### src/rtl/atm_keypad_frontend.sv
// ATM keypad front end: collects a 4-digit PIN, a transaction selection and a
// decimal amount from keypad strobes, and tracks the controller's status.
module atm_keypad_frontend #(
   parameter int TIMEOUT_CYCLES = 1000,
   parameter int MAX_AMT_DIGITS = 9
) (
   input  logic        clock,
   input  logic        reset,
   input  logic        cardInserted,
   input  logic        keyValid,
   input  logic [3:0]  keyCode,
   input  logic        incorrectPin,
   input  logic        warning,
   input  logic        block,
   input  logic        balanceUpdated,
   input  logic        insufficientFunds,
   output logic        receivedCard,
   output logic [3:0]  digit,
   output logic        stbDigit,
   output logic        transType,
   output logic        stbTransaction,
   output logic [31:0] amount,
   output logic        stbAmount,
   output logic        locked
);

   localparam int TW = $clog2(TIMEOUT_CYCLES + 1);
   localparam int AW = $clog2(MAX_AMT_DIGITS + 1);
   localparam logic [TW-1:0] TMR_LAST = TW'(TIMEOUT_CYCLES - 1);
   localparam logic [AW-1:0] AMT_MAX  = AW'(MAX_AMT_DIGITS);

   localparam logic [3:0] KEY_ENTER    = 4'hA;
   localparam logic [3:0] KEY_CLEAR    = 4'hB;
   localparam logic [3:0] KEY_DEPOSIT  = 4'hC;
   localparam logic [3:0] KEY_WITHDRAW = 4'hD;
   localparam logic [3:0] KEY_CANCEL   = 4'hE;

   typedef enum logic [2:0] {
      S_IDLE,
      S_PIN,
      S_WAIT_PIN,
      S_AMOUNT,
      S_DONE,
      S_LOCKED
   } state_t;

   state_t          state, state_nxt;
   logic [2:0]      pin_cnt, pin_cnt_nxt;
   logic [AW-1:0]   amt_cnt, amt_cnt_nxt;
   logic [31:0]     acc, acc_nxt;
   logic [TW-1:0]   tmr, tmr_nxt;
   logic            inc_q, warn_q;
   logic            cancel_hold, cancel_hold_nxt;

   logic [3:0]      digit_nxt;
   logic            stb_digit_nxt;
   logic            trans_type_nxt;
   logic            stb_trans_nxt;
   logic [31:0]     amount_nxt;
   logic            stb_amount_nxt;

   logic            key_digit, key_cancel, status_rise, done_evt, abort;

   // acc*10 + d, wrapping in 32-bit unsigned arithmetic
   function automatic logic [31:0] dec_shift(input logic [31:0] a, input logic [3:0] d);
      return (a << 3) + (a << 1) + {28'd0, d};
   endfunction

   assign key_digit   = keyValid && (keyCode <= 4'd9);
   assign key_cancel  = keyValid && (keyCode == KEY_CANCEL);
   assign status_rise = (incorrectPin && !inc_q) || (warning && !warn_q);
   assign done_evt    = balanceUpdated || insufficientFunds || (tmr == TMR_LAST);

   always_comb begin
      state_nxt       = state;
      pin_cnt_nxt     = pin_cnt;
      amt_cnt_nxt     = amt_cnt;
      acc_nxt         = acc;
      tmr_nxt         = '0;
      cancel_hold_nxt = cancel_hold;
      digit_nxt       = digit;
      stb_digit_nxt   = 1'b0;
      trans_type_nxt  = transType;
      stb_trans_nxt   = 1'b0;
      amount_nxt      = amount;
      stb_amount_nxt  = 1'b0;
      abort           = 1'b0;

      if (!cardInserted) begin
         state_nxt       = S_IDLE;
         pin_cnt_nxt     = '0;
         amt_cnt_nxt     = '0;
         acc_nxt         = '0;
         cancel_hold_nxt = 1'b0;
      end else begin
         unique case (state)
            S_IDLE: begin
               // after CANCEL the card must be pulled before a new session starts
               if (!cancel_hold) begin
                  state_nxt   = S_PIN;
                  pin_cnt_nxt = '0;
               end
            end
            S_PIN: begin
               if (key_cancel) begin
                  abort = 1'b1;
               end else if (key_digit) begin
                  digit_nxt     = keyCode;
                  stb_digit_nxt = 1'b1;
                  pin_cnt_nxt   = pin_cnt + 3'd1;
                  if (pin_cnt == 3'd3)
                     state_nxt = S_WAIT_PIN;
               end
            end
            S_WAIT_PIN: begin
               if (block) begin
                  state_nxt = S_LOCKED;
               end else if (status_rise) begin
                  state_nxt   = S_PIN;
                  pin_cnt_nxt = '0;
               end else if (key_cancel) begin
                  abort = 1'b1;
               end else if (keyValid && (keyCode == KEY_DEPOSIT || keyCode == KEY_WITHDRAW)) begin
                  trans_type_nxt = (keyCode == KEY_WITHDRAW);
                  stb_trans_nxt  = 1'b1;
                  state_nxt      = S_AMOUNT;
                  acc_nxt        = '0;
                  amt_cnt_nxt    = '0;
               end
            end
            S_AMOUNT: begin
               if (key_cancel) begin
                  abort = 1'b1;
               end else if (key_digit) begin
                  if (amt_cnt < AMT_MAX) begin
                     acc_nxt     = dec_shift(acc, keyCode);
                     amt_cnt_nxt = amt_cnt + AW'(1);
                  end
               end else if (keyValid && keyCode == KEY_CLEAR) begin
                  acc_nxt     = '0;
                  amt_cnt_nxt = '0;
               end else if (keyValid && keyCode == KEY_ENTER && amt_cnt != '0) begin
                  amount_nxt     = acc;
                  stb_amount_nxt = 1'b1;
                  state_nxt      = S_DONE;
               end
            end
            S_DONE: begin
               if (done_evt) begin
                  state_nxt   = S_WAIT_PIN;
                  acc_nxt     = '0;
                  amt_cnt_nxt = '0;
               end else if (key_cancel) begin
                  abort = 1'b1;
               end else begin
                  tmr_nxt = tmr + TW'(1);
               end
            end
            S_LOCKED: begin
               state_nxt = S_LOCKED;
            end
            default: state_nxt = S_IDLE;
         endcase

         if (abort) begin
            state_nxt       = S_IDLE;
            pin_cnt_nxt     = '0;
            amt_cnt_nxt     = '0;
            acc_nxt         = '0;
            cancel_hold_nxt = 1'b1;
         end
      end
   end

   always_ff @(posedge clock) begin
      if (reset) begin
         state          <= S_IDLE;
         pin_cnt        <= '0;
         amt_cnt        <= '0;
         acc            <= '0;
         tmr            <= '0;
         inc_q          <= 1'b0;
         warn_q         <= 1'b0;
         cancel_hold    <= 1'b0;
         receivedCard   <= 1'b0;
         digit          <= '0;
         stbDigit       <= 1'b0;
         transType      <= 1'b0;
         stbTransaction <= 1'b0;
         amount         <= '0;
         stbAmount      <= 1'b0;
         locked         <= 1'b0;
      end else begin
         state          <= state_nxt;
         pin_cnt        <= pin_cnt_nxt;
         amt_cnt        <= amt_cnt_nxt;
         acc            <= acc_nxt;
         tmr            <= tmr_nxt;
         inc_q          <= incorrectPin;
         warn_q         <= warning;
         cancel_hold    <= cancel_hold_nxt;
         receivedCard   <= (state_nxt != S_IDLE);
         digit          <= digit_nxt;
         stbDigit       <= stb_digit_nxt;
         transType      <= trans_type_nxt;
         stbTransaction <= stb_trans_nxt;
         amount         <= amount_nxt;
         stbAmount      <= stb_amount_nxt;
         locked         <= (state_nxt == S_LOCKED);
      end
   end

endmodule

### config.mk
export PLATFORM = sky130hd
export DESIGN_NAME = atm_keypad_frontend
export DESIGN_NICKNAME = d
export VERILOG_FILES = /design/src/rtl/atm_keypad_frontend.sv
export SDC_FILE = /design/constraint.sdc
export NUM_CORES = 1
export LEC_CHECK = 0
export ABC_AREA = 1
export CORE_ASPECT_RATIO = 0.75
export CORE_MARGIN = 2
export CORE_UTILIZATION = 50
export CTS_CLUSTER_DIAMETER = 120
export DETAILED_ROUTE_END_ITERATION = 16
export GPL_TIMING_DRIVEN = 0
export PLACE_DENSITY = 0.7
export SLEW_MARGIN = 20
export SYNTH_ARGS = -nofsm -noshare
export SYNTH_HDL_FRONTEND = slang
export SYNTH_SLANG_ARGS = --single-unit
### constraint.sdc
create_clock -name clock -period 3 [get_ports clock]
set_clock_uncertainty 0.1 [all_clocks]
set_input_delay 0.9 -clock clock [delete_from_list [all_inputs] [get_ports clock]]
set_output_delay 0.9 -clock clock [all_outputs]
set_load 0.05 [all_outputs]
Word level (Yosys, flattened, before mapping)
Cells that the tools add are included.
{ "word_totals": {"reg_bits": 97, "in_bits": 13, "out_inout_bits": 42, "elab_cells": 140} }
{ "op_classes": {"add_sub_neg": 5, "magnitude_cmp": 2, "eq_ne": 25, "n_mux": 51, "bitwise": 10, "reduce_logical": 31} }
{ "ops": {"columns": ["cell", "n"], "rows": [
  ["32-bit two-way mux", 9],
  ["32-bit one-hot mux with 3 select lines", 1],
  ["3-bit two-way mux", 20],
  ["4-bit two-way mux", 9],
  ["32-bit adder", 1],
  ["32-bit by 4-bit adder with 32-bit output", 1],
  ["4-bit equality test, second input constant", 5],
  ["2-bit != test, second input constant", 10],
  ["3-bit one-hot mux with 6 select lines", 1],
  ["6-bit AND reduction", 3],
  ["4-bit one-hot mux with 3 select lines", 1],
  ["6-bit OR reduction", 2],
  ["10-bit by 1-bit adder with 10-bit output, second input constant", 1],
  ["10-bit equality test, second input constant", 1],
  ["1-bit NOT", 10],
  ["3-bit by 2-bit equality test with 1-bit output, second input constant", 3],
  ["3-bit equality test, second input constant", 3],
  ["3-bit one-hot mux with 3 select lines", 1],
  ["9-bit AND reduction", 1],
  ["3-bit nonzero test", 3],
  ["1-bit logical AND", 8],
  ["1-bit two-way mux", 8],
  ["3-bit != test, second input constant", 2],
  ["5-bit OR reduction", 1],
  ["14 further kinds", 19]
]} }

Depth between registers and ports, before layout
{ "logic_depth": {"depth_word": 11, "mapped_depth": 15, "ltp_nobuf": 15} }

Worst setup path before layout
OpenSTA, ideal clock, no wires.
{ "synth_path": {"kind": "input-to-reg", "from": "input port keyCode[3]", "to": "register acc[17]", "setup_time_ns": 0.113, "arrival_time_ns": 2.660, "required_ns": 2.787, "setup_slack_ns": 0.127, "cell_stages": 13, "path_buffers": 0, "path_cell_list": "inv_2 -> fa_1 -> inv_1 -> ha_1 -> nand3_1 -> nand3_1 -> nand2_1 -> nand2_1 -> nand2_1 -> nand2_1 -> or2_2 -> nand3_2 -> a21oi_2"} }
{ "synth_between": {"elab_chain_len": 8, "word_cells_on_any_way": 28, "classes_between": "add/sub (1); order compare (1); eq/ne (9); mux (10); reduce/logical (7)"} }
{ "synth_rtl": {"columns": ["element", "line_no", "rtl"], "rows": [
  ["start: declaration", "11", "input logic [3:0] keyCode,"],
  ["branches (longest 8 deep; another with 32-bit by 4-bit adder with 32-bit output)", null, null],
  ["end signal: assignment", "197", "acc <= acc_nxt;"],
  ["end: declaration", "50", "logic [31:0] acc, acc_nxt;"]
]} }
Parallel ways; which one is timed is not known. The select of a mux whose other input is x is not followed.
A chain may end at the register's enable or synchronous reset.

Worst setup path after layout
{ "layout_path": {"from": "input port keyCode[2]", "to": "register acc[26]"} }
The elaborated chain is that of the path after synthesis.

==> results list <==
* Result of the run: completed
* Number of cells on the worst hold path: 1
- The later pin in the worst-skew pair is clocked with a latency of 0.34 ns.
- Standby leakage power: 3.867 nW
- Traced cell by cell, the critical path runs through dlygate4sd2_1 > ha_1 > ha_4 > inv_1 > fa_1 > inv_2 > nand3_1 > nand3_2 > nand2_1 > nand2_4 > nand3_1 > nand3_1 > nand2_1 > nand3_1 > a21oi_1.
- Most instantiated flip-flop cell in the synthesis netlist: sky130_fd_sc_hd__dfxtp_1
* Arrival time at the worst endpoint: 3.01 ns
- In this run the mean area of a mapped cell was 6.563 µm².
- Hold Slack: 0.3536 ns
- Row count: 36
- Detailed placement ended at an HPWL of 13530 µm.
* CTS H-tree lvls: 3
- The detailed router finished its first iteration with 396 violations.
* Area leader, netlist: sky130_fd_sc_hd__dfxtp_1
- STA classifies the critical path startpoint as an input pin.
- The final hold violation count came to 0.
- Detailed-route DRC error count: 0
- Leaving out filler cells and counting taps, the final layout contains 1242.
- Share of synthesized registers carrying an async set or reset: 0
- Total standard cell area after synthesis: 0.006556 mm²
- The count of pins over their slew limit is 0.
- Number of gates on the worst path with buffers counted: 15
* Number of placed instances, taps included: 1223
* Maximum number of buffers from clock root to sink: 2
- Area of the multi-input gates: 0.003948 mm²
- Along the worst path, the maximum fanout reaches 4.
- Cell types with the largest area share after synthesis: sky130_fd_sc_hd__dfxtp_1 30%, sky130_fd_sc_hd__nand2_1 16%, sky130_fd_sc_hd__ha_1 12%, sky130_fd_sc_hd__inv_1 7.8%, sky130_fd_sc_hd__nor2_1 7.8%
- Compared with the post-synthesis result, the final layout area differs by 16.55%.
* Final routed wirelength across all metal layers: 16690 µm
- Seq/Total Area, Yosys: 0.2962
- Crit path capture type: flip-flop
- Via count of the first global-routing pass: 5422
- Chip Width: 136.2 µm
* Cell count after synthesis: 999
* Number of detailed-routing iterations run before antenna repair: 6
- After floorplanning, the core was sized to cover 0.01288 mm².
- Overall via count from detail_route: 6276
- The routed design could run at a clock period as short as 2.880 ns.
- Number of warnings issued by yosys: 0
* Max_slew headroom: 0.6601
- Number of top-level pins: 55
* Sum of buffers and inverters on the critical path: 3
- Number of CTS-inserted buffers: 9
* Top Family by Delay on Critical Path: adder cells
- For the worst setup path, the data required time is 3.13 ns.
* Post-synth EDFFs: 0
- Overall track demand over capacity in global routing: 0.2438
- Number of max-cap violations: 0
- Grt total ovfl: 0
- Clock-pin slew was measured on the worst setup and hold paths at 0.07 ns.
- Maximum vdd drop: 0.2383 mV
- Highest attainable clock frequency: 0.3472 GHz
- Power comes to 2.523 mW.
* Initial Utilization: 0.5089
- Die area: 0.01405 mm²
- Entering global routing, the biggest net connects 17 pins.
* Initial antenna violation count: 0
* CP Class: in2reg
- Count of state elements after synthesis: 97
- Final Cycle Share: 0.9600
- After detailed routing, the average wire length per cell comes to 13.44 µm.
- Syn Nets: 1077
- Number of input and output port buffers inserted: 53
* TritonCTS clock tree: yes
- Sequential cell area in the final layout: 0.001942 mm²
* Clk sink count: 97
- For the pin with the worst max-slew slack, the measured transition is 0.5083 ns.
- Count of hold buffers inserted by post-cts repair: 0
- Most frequent standard cell in the layout excluding fill and tap cells: sky130_fd_sc_hd__nand2_1
- In the final design database the tool counted 1144 nets.
- Share of the synthesized area in the top cell type: 0.2962
- Total of endpoints with negative setup slack in the final report: 0
* RSZ-0062 raised after global routing: no
- The tightest min-delay check is of the reg2reg type.
- The slowest stage of the critical path belongs to the cell sky130_fd_sc_hd__fa_1.
- On the worst path, the slowest cell contributes a delay of 0.37 ns.
* First-pass GRT wire length: 27000 µm
- In this run the clock root is driven by a sky130_fd_sc_hd__clkbuf_16.
- In the routed layout, each cell is associated on average with a via count of 5.053.
- Gp weighted congestion: 0.9326
- In the layout the commonest cells are 282 x sky130_fd_sc_hd__nand2_1, 137 x sky130_fd_sc_hd__nor2_1, 136 x sky130_fd_sc_hd__inv_1, 97 x sky130_fd_sc_hd__dfxtp_1, 62 x sky130_fd_sc_hd__ha_1.
- Synthesis instantiated 41 different standard cells from the library.
- The detail route stage leaves a number of antenna-violating nets equal to 0.
* Proportion of layout cells with a drive suffix above 1: 0.08217
- The die is 103.2 µm tall.
- The number of antenna diodes in the final layout is 0.
* Ratio of total power to cell area: 330.2 mW/mm²
* Number of fill cells in the layout: 1292
- Top cell by count, worst path: sky130_fd_sc_hd__nand3_1
- The number of cells on the worst reg-to-reg path is 13.
cells by family after synthesis:
logic type | Yosys count | share of synthesized area
AOI/OAI and AO/OA | 111 | 0.09180
buffers and inverters | 169 | 0.1082
adders and majority gates | 65 | 0.1263
DFF | 97 | 0.2962
xor gates and xnor gates | 17 | 0.02271
and+or+nand+nor | 540 | 0.3548
layer usage:
metal  share of wire  routed length [µm]  vias to the layer above  track usage
met3           0.062                1034                       13      0.03899
li1                -                   -                     3285            -
met5               0                   0                        -            0
met1            0.54                9015                     2818       0.3810
met2            0.39                6501                      160       0.3494
met4          0.0084                 140                        0      0.05128
worst paths after layout:
check | startpoint | end | slack (ns)
setup / recovery | keyCode[2] | acc[26] | 0.12
hold / removal | tmr[0] | tmr[0] | 0.35
setup reg to reg | acc[2] | acc[17] | 0.42
hold reg to reg | tmr[0] | tmr[0] | 0.35
synth_stat cells, types with 5 or more instances:
master                     count
sky130_fd_sc_hd__nand2_1     285
sky130_fd_sc_hd__inv_1       137
sky130_fd_sc_hd__nor2_1      137
sky130_fd_sc_hd__dfxtp_1      97
sky130_fd_sc_hd__ha_1         63
sky130_fd_sc_hd__nand3_1      59
sky130_fd_sc_hd__a21oi_1      54
sky130_fd_sc_hd__o21ai_0      30
sky130_fd_sc_hd__xor2_1       16
sky130_fd_sc_hd__o21ai_1      12
sky130_fd_sc_hd__nand3_2      11
sky130_fd_sc_hd__nor3_1       11
sky130_fd_sc_hd__inv_2         9
sky130_fd_sc_hd__nand4_1       9
sky130_fd_sc_hd__a21oi_2       8
sky130_fd_sc_hd__buf_6         8
sky130_fd_sc_hd__nand3b_1      8
sky130_fd_sc_hd__buf_2         6
sky130_fd_sc_hd__clkbuf_1      5
sky130_fd_sc_hd__nor2_2        5
worst reg2reg max path, stage by stage (launching register included):
cell,delay (ns)
sky130_fd_sc_hd__dfxtp_1,0.37
sky130_fd_sc_hd__inv_1,0.09
sky130_fd_sc_hd__fa_2,0.61
sky130_fd_sc_hd__inv_1,0.05
sky130_fd_sc_hd__ha_1,0.30
sky130_fd_sc_hd__nand3_1,0.09
sky130_fd_sc_hd__nand3_2,0.10
sky130_fd_sc_hd__nand2_1,0.09
sky130_fd_sc_hd__nand2_2,0.10
sky130_fd_sc_hd__nand2_1,0.07
sky130_fd_sc_hd__nand2_1,0.08
sky130_fd_sc_hd__or2_2,0.29
sky130_fd_sc_hd__nand3_2,0.08
sky130_fd_sc_hd__a21oi_2,0.04
sequential cells by signal, summed over array words and instances, names as in the netlist:
register	flops
acc	32
amount	32
tmr	10
amt_cnt	4
digit	4
pin_cnt	3
state	3
cancel_hold	1
inc_q	1
locked	1
receivedCard	1
stbAmount	1
stbDigit	1
stbTransaction	1
transType	1
warn_q	1
layout make-up:
cell class | count | area share
clock buffer | 11 | 0.03177
tap | 171 | 0.02800
inverter | 147 | 0.07221
sequential | 97 | 0.2541
timing repair buffer | 56 | 0.07156
clock inverter | 5 | 0.005076
multi-input combinational | 733 | 0.5166
buffer | 22 | 0.02063
report_power, final:
| group | switching, mW | internal [mW] |
|---|---|---|
| combinational | 0.0742 | 0.0397 |
| clock | 0.524 | 0.591 |
| sequential | 0.00361 | 1.29 |
per-stage QoR:
stage	area (µm²)	util	worst slack (ns)	TNS, ns
floorplan	6556	-	0.1269	0
global placement	7301	0.5667	-0.7884	-15.83
detailed placement	7301	0.5667	-0.8171	-16.96
CTS	7602	0.5901	0.02264	0
global route	7641	0.5931	0.01082	0
finish	7641	0.5931	0.1201	0
what timing repair did:
item,4_1_cts,5_1_grt
setup buffers,0,3
gates resized for setup,10,7
pin swaps,1,2
endpoints found under the setup margin,27,14
(Power assumes the default switching activity.)
